## config.mk

```make
export PLATFORM = sky130hd
export DESIGN_NAME = mux_scan_sequencer_flat
export DESIGN_NICKNAME = d
export VERILOG_FILES = /design/src/rtl/mux_scan_pkg.sv /design/src/rtl/mux_scan_sequencer_if.sv /design/src/rtl/mux_scan_settle_cnt.sv /design/src/rtl/mux_scan_sequencer.sv /design/src/flat_wrapper.sv
export SDC_FILE = /design/constraint.sdc
export NUM_CORES = 1
export LEC_CHECK = 0
export ABC_AREA = 1
export CAP_MARGIN = 25
export CORE_MARGIN = 8
export CORE_UTILIZATION = 50
export CTS_BUF_LIST = sky130_fd_sc_hd__clkbuf_4 sky130_fd_sc_hd__clkbuf_8 sky130_fd_sc_hd__clkbuf_16
export CTS_CLUSTER_SIZE = 25
export DETAILED_ROUTE_END_ITERATION = 16
export PLACE_DENSITY = 0.69
export SYNTH_ARGS = -nofsm -noshare
export SYNTH_HDL_FRONTEND = slang
export SYNTH_HIERARCHICAL = 1
export SYNTH_SLANG_ARGS = --single-unit
```

## constraint.sdc

```tcl
create_clock -name clk -period 1.8 [get_ports clk]
set_input_delay 0.27 -clock clk [delete_from_list [all_inputs] [get_ports clk]]
set_output_delay 0.27 -clock clk [all_outputs]
set_load 0.02 [all_outputs]
```

## src/rtl/mux_scan_pkg.sv

```systemverilog
// Shared constants for the mux scan sequencer: FSM encodings, the settle counter
// width and the default select width.
package mux_scan_pkg;

  localparam logic [1:0] ST_IDLE = 2'd0;
  localparam logic [1:0] ST_SCAN = 2'd1;
  localparam logic [1:0] ST_DONE = 2'd2;

  localparam int CNT_W     = 8;
  localparam int DEF_SEL_W = 2;

endpackage

```

## src/rtl/mux_scan_sequencer_if.sv

```systemverilog
// Scan sequencer <-> mux/consumer bundle: select out, mux output in, and the
// start request plus the valid/ready packed-word handshake.
interface mux_scan_sequencer_if #(
  parameter int SEL_W = 2
);
  localparam int N = 1 << SEL_W;

  logic             start;
  logic             f;
  logic [SEL_W-1:0] sel;
  logic             busy;
  logic             valid;
  logic             ready;
  logic [N-1:0]     data;

  modport master (
    input  start, f, ready,
    output sel, busy, valid, data
  );

  modport slave (
    output start, f, ready,
    input  sel, busy, valid, data
  );
endinterface

```

## src/rtl/mux_scan_settle_cnt.sv

```systemverilog
// Per-channel settle timer: counts while enabled and flags the last cycle of the
// settle window with tick, wrapping to zero on that cycle.
module mux_scan_settle_cnt
  import mux_scan_pkg::*;
#(
  parameter int SETTLE_CYC = 1
) (
  input  logic clk,
  input  logic rst,
  input  logic clr,
  input  logic en,
  output logic tick
);

  localparam logic [CNT_W-1:0] TICK_AT = CNT_W'(SETTLE_CYC - 1);

  logic [CNT_W-1:0] cnt_q;
  logic [CNT_W-1:0] cnt_d;

  // tick and next count
  always_comb begin
    tick  = 1'b0;
    cnt_d = cnt_q;
    if (clr) begin
      cnt_d = '0;
    end else if (en) begin
      if (cnt_q == TICK_AT) begin
        tick  = 1'b1;
        cnt_d = '0;
      end else begin
        cnt_d = cnt_q + CNT_W'(1);
      end
    end else begin
      cnt_d = cnt_q;
    end
  end

  // counter register
  always_ff @(posedge clk or posedge rst) begin
    if (rst) begin
      cnt_q <= '0;
    end else begin
      cnt_q <= cnt_d;
    end
  end

endmodule

```

## src/rtl/mux_scan_sequencer.sv

```systemverilog
// Steps the 4:1 mux select through every channel, samples f after a settle time
// and offers the packed word on valid/ready. MUX_SCAN_CONTINUOUS_EN: restart on handshake.
module mux_scan_sequencer
  import mux_scan_pkg::*;
#(
  parameter int SEL_W      = DEF_SEL_W,
  parameter int SETTLE_CYC = 1
) (
  input  logic                 clk,
  input  logic                 rst,
  mux_scan_sequencer_if.master bus
);

  localparam int               N        = 1 << SEL_W;
  localparam logic [SEL_W-1:0] SEL_LAST = SEL_W'(N - 1);

  logic [1:0]       state_q, state_d;
  logic [SEL_W-1:0] sel_q, sel_d;
  logic [N-1:0]     data_q, data_d;
  logic             busy_q, busy_d;
  logic             valid_q, valid_d;
  logic             tick;
  logic             scan_en;

  assign scan_en = (state_q == ST_SCAN);

  mux_scan_settle_cnt #(
    .SETTLE_CYC(SETTLE_CYC)
  ) u_settle (
    .clk (clk),
    .rst (rst),
    .clr (~scan_en),
    .en  (scan_en),
    .tick(tick)
  );

  // next state, select and sample word
  always_comb begin
    state_d = state_q;
    sel_d   = sel_q;
    data_d  = data_q;
    case (state_q)
      ST_IDLE: begin
        sel_d = '0;
        if (bus.start) begin
          state_d = ST_SCAN;
          data_d  = '0;
        end else begin
          state_d = ST_IDLE;
        end
      end
      ST_SCAN: begin
        if (tick) begin
          data_d[sel_q] = bus.f;
          if (sel_q == SEL_LAST) begin
            state_d = ST_DONE;
          end else begin
            sel_d = sel_q + SEL_W'(1);
          end
        end else begin
          state_d = ST_SCAN;
        end
      end
      ST_DONE: begin
        // start is deliberately not looked at here; it is never queued
        if (bus.ready) begin
`ifdef MUX_SCAN_CONTINUOUS_EN
          state_d = ST_SCAN;
          data_d  = '0;
`else
          state_d = ST_IDLE;
`endif
          sel_d   = '0;
        end else begin
          state_d = ST_DONE;
        end
      end
      default: begin
        state_d = ST_IDLE;
        sel_d   = '0;
        data_d  = '0;
      end
    endcase
    busy_d  = (state_d == ST_SCAN);
    valid_d = (state_d == ST_DONE);
  end

  // state and output registers
  always_ff @(posedge clk or posedge rst) begin
    if (rst) begin
      state_q <= ST_IDLE;
      sel_q   <= '0;
      data_q  <= '0;
      busy_q  <= 1'b0;
      valid_q <= 1'b0;
    end else begin
      state_q <= state_d;
      sel_q   <= sel_d;
      data_q  <= data_d;
      busy_q  <= busy_d;
      valid_q <= valid_d;
    end
  end

  assign bus.sel   = sel_q;
  assign bus.data  = data_q;
  assign bus.busy  = busy_q;
  assign bus.valid = valid_q;

endmodule

```

## src/flat_wrapper.sv

```systemverilog
// flat-port wrapper written by rule: the top's interface ports become plain ports
module mux_scan_sequencer_flat import mux_scan_pkg::*;
#(
  parameter int SEL_W      = DEF_SEL_W,
  parameter int SETTLE_CYC = 1
)
  (clk, rst, bus_start, bus_f, bus_ready, bus_sel, bus_busy, bus_valid, bus_data);
  mux_scan_sequencer_if #(.SEL_W(SEL_W)) bus_i ();
  input  logic clk;
  input  logic rst;
  input wire logic [$bits(bus_i.start)-1:0] bus_start;
  input wire logic [$bits(bus_i.f)-1:0] bus_f;
  input wire logic [$bits(bus_i.ready)-1:0] bus_ready;
  output wire logic [$bits(bus_i.sel)-1:0] bus_sel;
  output wire logic [$bits(bus_i.busy)-1:0] bus_busy;
  output wire logic [$bits(bus_i.valid)-1:0] bus_valid;
  output wire logic [$bits(bus_i.data)-1:0] bus_data;
  assign bus_i.start = bus_start;
  assign bus_i.f = bus_f;
  assign bus_i.ready = bus_ready;
  assign bus_sel = bus_i.sel;
  assign bus_busy = bus_i.busy;
  assign bus_valid = bus_i.valid;
  assign bus_data = bus_i.data;
  mux_scan_sequencer #(.SEL_W(SEL_W), .SETTLE_CYC(SETTLE_CYC)) u_core (.clk(clk), .rst(rst), .bus(bus_i));
endmodule
```

# Word-level counts from Yosys, hierarchy flattened

Cells that the tools add are included.

Bits in latches: 0
Register bits after elaboration: 18
Output and inout bits: 8
Memories: 0
ROM bits: 0
Word-level logic and storage cells: 44
Bits of input ports: 5
RAM bits: 0

$lt $le $gt $ge: 2
Multipliers: 0
Reductions and logical operators: 5
Bitwise logic cells: 1
Divide/modulo/power cells: 0
Eq/ne operators: 9
Add/sub/neg operators: 2
Shift operators: 0
Mux-type cells: 19

Operator list:

| cell                  | count |
|---|---|
| $mux W8               | 2 |
| $mux W2               | 6 |
| $pmux W4 S3           | 1 |
| $add A8 B1 Y8 const B | 1 |
| $logic_not A8 Y1      | 1 |
| $mux W4               | 2 |
| $eq A2 B2 Y1 const B  | 3 |
| $ne A2 B2 Y1 const B  | 3 |
| $pmux W2 S3           | 1 |
| $reduce_and A3 Y1     | 2 |
| $bwmux W4             | 1 |
| $eq A2 B1 Y1 const B  | 2 |
| $mux W1               | 4 |
| $pmux W2 S2           | 1 |
| $lt A2 B3 Y1 const B  | 1 |
| $add A2 B1 Y2 const B | 1 |
| $demux W1 S2          | 1 |
| $ge A2 B1 Y1 const B  | 1 |
| $logic_not A2 Y1      | 1 |
| $ne A2 B1 Y1 const B  | 1 |
| $logic_and A1 B1 Y1   | 1 |
| $not A1 Y1            | 1 |

# Longest topological paths before layout

Word-level depth: 7
Depth in mapped cells: 10
Depth with buffers taken out: 10

# By module

The synthesis kept the hierarchy.

Modules (own cells, without submodules):

| module              | sequential area each (um^2) | area each (um^2) | times used | cells each |
|---|---|---|---|---|
| mux_scan_sequencer  | 250.2                       | 610.6            | 1          | 73 |
| mux_scan_settle_cnt | 200.2                       | 516.7            | 1          | 68 |

# Worst setup path before layout

No wires, ideal clock.

Kind: reg-to-reg
Start: register u_core.state_q[1]
End: register u_core.sel_q[0] (netlist: u_core/bus.sel[0])
Setup slack: 0.203 ns
Required time: 1.682 ns
Cell stages (with the launch flop): 11
Setup time: 0.118 ns
Clock period less this slack: 1.597 ns
Buffers on the path: 0
Data arrival time: 1.479 ns
Path through: dfrtp_1 -> inv_2 -> nand2_2 -> inv_1 -> nand2_1 -> nor3_1 -> inv_1 -> o21ai_2 -> nand2_2 -> nand2_1 -> nand2_1

Cells in the longest elaborated chain, start to end: 4
Elaborated cells between the ends (all ways): 8

Ends and longest elaborated chain:

| element                            | RTL line                  | RTL |
|---|---|---|
| start, declared                    | mux_scan_sequencer.sv:17  | `logic [1:0] state_q, state_d;` |
| start signal, assigned             | mux_scan_sequencer.sv:97  | `state_q <= state_d;` |
| $eq A2 B1 Y1                       | mux_scan_sequencer.sv:25  | `assign scan_en = (state_q == ST_SCAN);` |
| $mux W1                            | mux_scan_settle_cnt.sv:24 | `if (clr) begin` |
| via u_core.tick                    | mux_scan_sequencer.sv:22  | `logic tick;` |
| $ne A2 B1 Y1 (no source line)      | --                        |  |
| $reduce_and A3 Y1 (no source line) | --                        |  |
| end signal, assigned               | mux_scan_sequencer.sv:98  | `sel_q <= sel_d;` |
| end, declared                      | mux_scan_sequencer.sv:18  | `logic [SEL_W-1:0] sel_q, sel_d;` |

The timed path passes the listed nets, and every way through them passes these cells.
A chain may end at the register's enable or synchronous reset.

# Worst setup path after layout

Start: register u_core.sel_q[0] (netlist: u_core/bus.sel[0])
End: output port bus_sel[0]

RTL lines:

| element       | RTL line           | RTL |
|---|---|---|
| end, declared | flat_wrapper.sv:14 | `output wire logic [$bits(bus_i.sel)-1:0] bus_sel;` |

No word-level cell between the ends.

==> impl_metrics.sql <==
INSERT INTO impl_metrics (metric_group, metric, value, unit) VALUES
('yosys', 'synth.area.top_cells', 'sky130_fd_sc_hd__dfrtp_1 (40%), sky130_fd_sc_hd__nand2_1 (10%), sky130_fd_sc_hd__ha_1 (7.8%)', ''),
('worst_setup_path', 'path_cells', 'clkdlybuf4s50_1', ''),
('power_and_ir_drop', 'sw_frac_of_total', '0.448', ''),
('worst_setup_path', 'critPathLaunchType', 'register', ''),
('clock_tree', 'cts_made_buffers', '3', ''),
('clock_tree', 'cts_hold_buf', '0', ''),
('layout', 'antenna_diode_count', '0', ''),
('yosys', 'yosys_register_bits', '18', ''),
('yosys', 'synthArstFlopShare', '1.00', ''),
('layout', 'post_route_standard_cell_area_excluding_fillers', '1330', 'µm²'),
('yosys', 'yosys_warnings', '6', ''),
('drt', 'routedWlPerCell', '12.5', 'µm'),
('worst_setup_path', 'cp_slowest_cell', 'sky130_fd_sc_hd__clkdlybuf4s50_1', ''),
('sta', 'timing.final.max_slew_violations', '0', ''),
('global_routing', 'first_pass_grt_wire_length', '3960', 'µm'),
('floorplanning', 'fp.dieArea', '4030', 'µm²'),
('power_and_ir_drop', 'ir_drop', '0.746', 'mV'),
('power_and_ir_drop', 'power.share.clock', '0.135', ''),
('layout', 'final_layout_size_suffix_gt1_frac', '0.184', ''),
('placement', 'detailed_place_hpwl', '1800', 'µm'),
('yosys', 'synthesis.nets', '153', ''),
('sta', 'finalSetupTns', '0', 'ns'),
('yosys', 'yosysUniqueCellTypes', '23', ''),
('global_routing', 'antenna_violations_before_repair', '0', ''),
('sta', 'timing_worst_slew_pin_value', '0.395', 'ns'),
('placement', 'preCtsSetupSlack', '0.113', 'ns'),
('yosys', 'fraction_of_the_yosys_area_taken_by_sequential_cells', '0.400', ''),
('power_and_ir_drop', 'powerDensity', '1360', 'nW/µm²'),
('clock_tree', 'worstSkewPairLatency', '0.29', 'ns'),
('yosys', 'post_synth.cell_area_avg', '8.00', 'µm²'),
('layout', 'multi_input_comb_area', '587', 'µm²'),
('yosys', 'synth_common_cells', 'sky130_fd_sc_hd__nand2_1 (31), sky130_fd_sc_hd__dfrtp_1 (18), sky130_fd_sc_hd__inv_1 (18), sky130_fd_sc_hd__nand3_1 (16), sky130_fd_sc_hd__nor2_1 (12)', ''),
('power_and_ir_drop', 'power_switching', '810', 'µW'),
('yosys', 'synth_flop_cell', 'sky130_fd_sc_hd__dfrtp_1', ''),
('yosys', 'number_of_enable_flip_flop_cells_after_synthesis', '0', ''),
('yosys', 'synthMostInstantiatedCell', 'sky130_fd_sc_hd__nand2_1', ''),
('sta', 'relSlewSlack', '0.737', ''),
('job', 'cap_viol_max_count', '0', ''),
('sta', 'post-route-min-period', '1.68', 'ns'),
('clock_tree', 'cts_max_path_buffers', '2', ''),
('power_and_ir_drop', 'power.total', '1810', 'µW'),
('floorplanning', 'start_util', '0.520', ''),
('power_and_ir_drop', 'power.share.sequential', '0.324', ''),
('worst_setup_path', 'r2r_slack', '0.17', 'ns'),
('layout', 'ff_latch_area', '452', 'µm²'),
('status', 'outcome', 'complete, no violations', ''),
('worst_setup_path', 'data_required_time_at_the_worst_endpoint', '1.53', 'ns'),
('clock_tree', 'clkSlewWorstSetupHoldPaths', '0.10', 'ns'),
('yosys', 'synth_top_cell_by_area', 'sky130_fd_sc_hd__dfrtp_1', ''),
('floorplanning', 'io_pins', '13', ''),
('worst_setup_path', 'setup.worst_path.class', 'reg -> out', ''),
('sta', 'final-hold-violation-count', '0', ''),
('worst_setup_path', 'worst-path-buf-inv', '1', ''),
('sta', 'timing.final.setup_violations', '0', ''),
('clock_tree', 'clock_sink_count', '18', ''),
('worst_setup_path', 'worst_r2r_endpoint', 'u_core/bus.sel[0]', ''),
('sta', 'achievable-frequency', '596', 'MHz'),
('drt', 'via_count', '949', ''),
('worst_setup_path', 'critPathMaxStageDelay', '0.65', 'ns'),
('floorplanning', 'die_x', '63.5', 'µm'),
('worst_setup_path', 'reg2regPathDepth', '10', ''),
('layout', 'layout.filler_cells', '204', ''),
('power_and_ir_drop', 'leakage_dissipation', '0.000671', 'µW'),
('clock_tree', 'htree_num_levels', '1', ''),
('drt', 'ant_nets', '0', ''),
('min_path', 'path_category_of_the_worst_min_delay_check', 'in -> async', ''),
('clock_tree', 'cts_tree', 'done', ''),
('placement', 'routability_congestion_estimate_from_global_placement', '0.821', ''),
('sta', 'clock_skew_after_layout', '0.00329', 'ns'),
('worst_setup_path', 'arrival', '1.41', 'ns'),
('layout', 'finalNonFillerCells', '186', '');
-- power by group through the flow --
stage / registers [µW] / clock network, µW / logic (µW)
after floorplan: 637 / 0 / 624
after global placement: 585 / 0 / 947
after detailed placement: 590 / 0 / 966
after CTS: 583 / 258 / 972
after global routing: 598 / 273 / 1090
final: 585 / 245 / 979
-- metal layers --
metal,share of wire,vias to the layer above,GRT usage
li1,-,481,-
met1,0.43,461,0.121
met2,0.54,5,0.222
met3,0.024,2,0.0283
met4,0.0060,0,0.0585
met5,0,-,0
-- how the worst max path moves through the flow --
| stage | end | start | cells after the start |
|---|---|---|---|
| after floorplan | u_core/bus.sel[0] | u_core/state_q[1] | 10 |
| after global placement | u_core/bus.sel[0] | u_core/state_q[0] | 9 |
| after detailed placement | u_core/bus.sel[0] | u_core/state_q[0] | 9 |
| after CTS | u_core/bus.sel[0] | u_core/state_q[0] | 9 |
| after global routing | u_core/bus.data[0] | u_core/state_q[1] | 10 |
| final | bus_sel[0] | u_core/bus.sel[0] | 1 |
-- state kept, by name (all words and copies together), names as in the netlist --
register and flops:
u_core/u_settle/cnt_q 8, u_core/bus.data 4, u_core/bus.sel 2, u_core/state_q 2
u_core/bus.busy 1, u_core/bus.valid 1
-- what timing repair did --
action | in CTS | in global routing
setup buffers | 0 | 0
endpoints found under the hold margin | 0 | 0
gates resized for setup | 0 | 2
endpoints found under the setup margin | 0 | 6
-- placed cells by master (no fill, tap or decap), types with 4 or more instances in the layout --
cell,count
sky130_fd_sc_hd__clkdlybuf4s50_1,12
sky130_fd_sc_hd__o21ai_0,5
sky130_fd_sc_hd__dfrtp_1,17
sky130_fd_sc_hd__ha_1,7
sky130_fd_sc_hd__nand2_2,8
sky130_fd_sc_hd__inv_1,18
sky130_fd_sc_hd__nor2_4,4
sky130_fd_sc_hd__nand3_1,16
sky130_fd_sc_hd__nand2_1,31
sky130_fd_sc_hd__nor2_1,12
-- cell families after synthesis --
| logic type | synth area share |
|---|---|
| adders and majority gates | 0.0777 |
| buffers and inverters | 0.0843 |
| xor gates and xnor gates | 0.0233 |
| and+or+nand+nor | 0.365 |
| DFF | 0.400 |
| AOI/OAI and AO/OA | 0.0499 |
-- final cells by class --
type | count | share of cell area
Clock buffer | 4 | 0.0273
Tap cell | 28 | 0.0264
Timing Repair Buffer | 14 | 0.102
Sequential cell | 18 | 0.340
Inverter | 21 | 0.0631
Multi-Input combinational cell | 101 | 0.442
-- stage by stage --
step	hold slack (ns)	utilization
3_3_place_gp	0.470	0.593
5_1_grt	0.276	0.612
4_1_cts	0.252	0.610
3_5_place_dp	0.471	0.593
2_1_floorplan	0.0857	-
6_report	0.258	0.612
-- worst register-to-register path: stages (launching register included) --
cell,delay (ns)
sky130_fd_sc_hd__dfrtp_1,0.44
sky130_fd_sc_hd__inv_2,0.14
sky130_fd_sc_hd__nand2_2,0.06
sky130_fd_sc_hd__inv_1,0.08
sky130_fd_sc_hd__nand2_1,0.11
sky130_fd_sc_hd__nor3_2,0.24
sky130_fd_sc_hd__inv_1,0.10
sky130_fd_sc_hd__o21ai_2,0.18
sky130_fd_sc_hd__nand2_2,0.07
sky130_fd_sc_hd__nand2_1,0.06
sky130_fd_sc_hd__nand2_1,0.05
No activity file was read; power rests on OpenSTA's default activity.
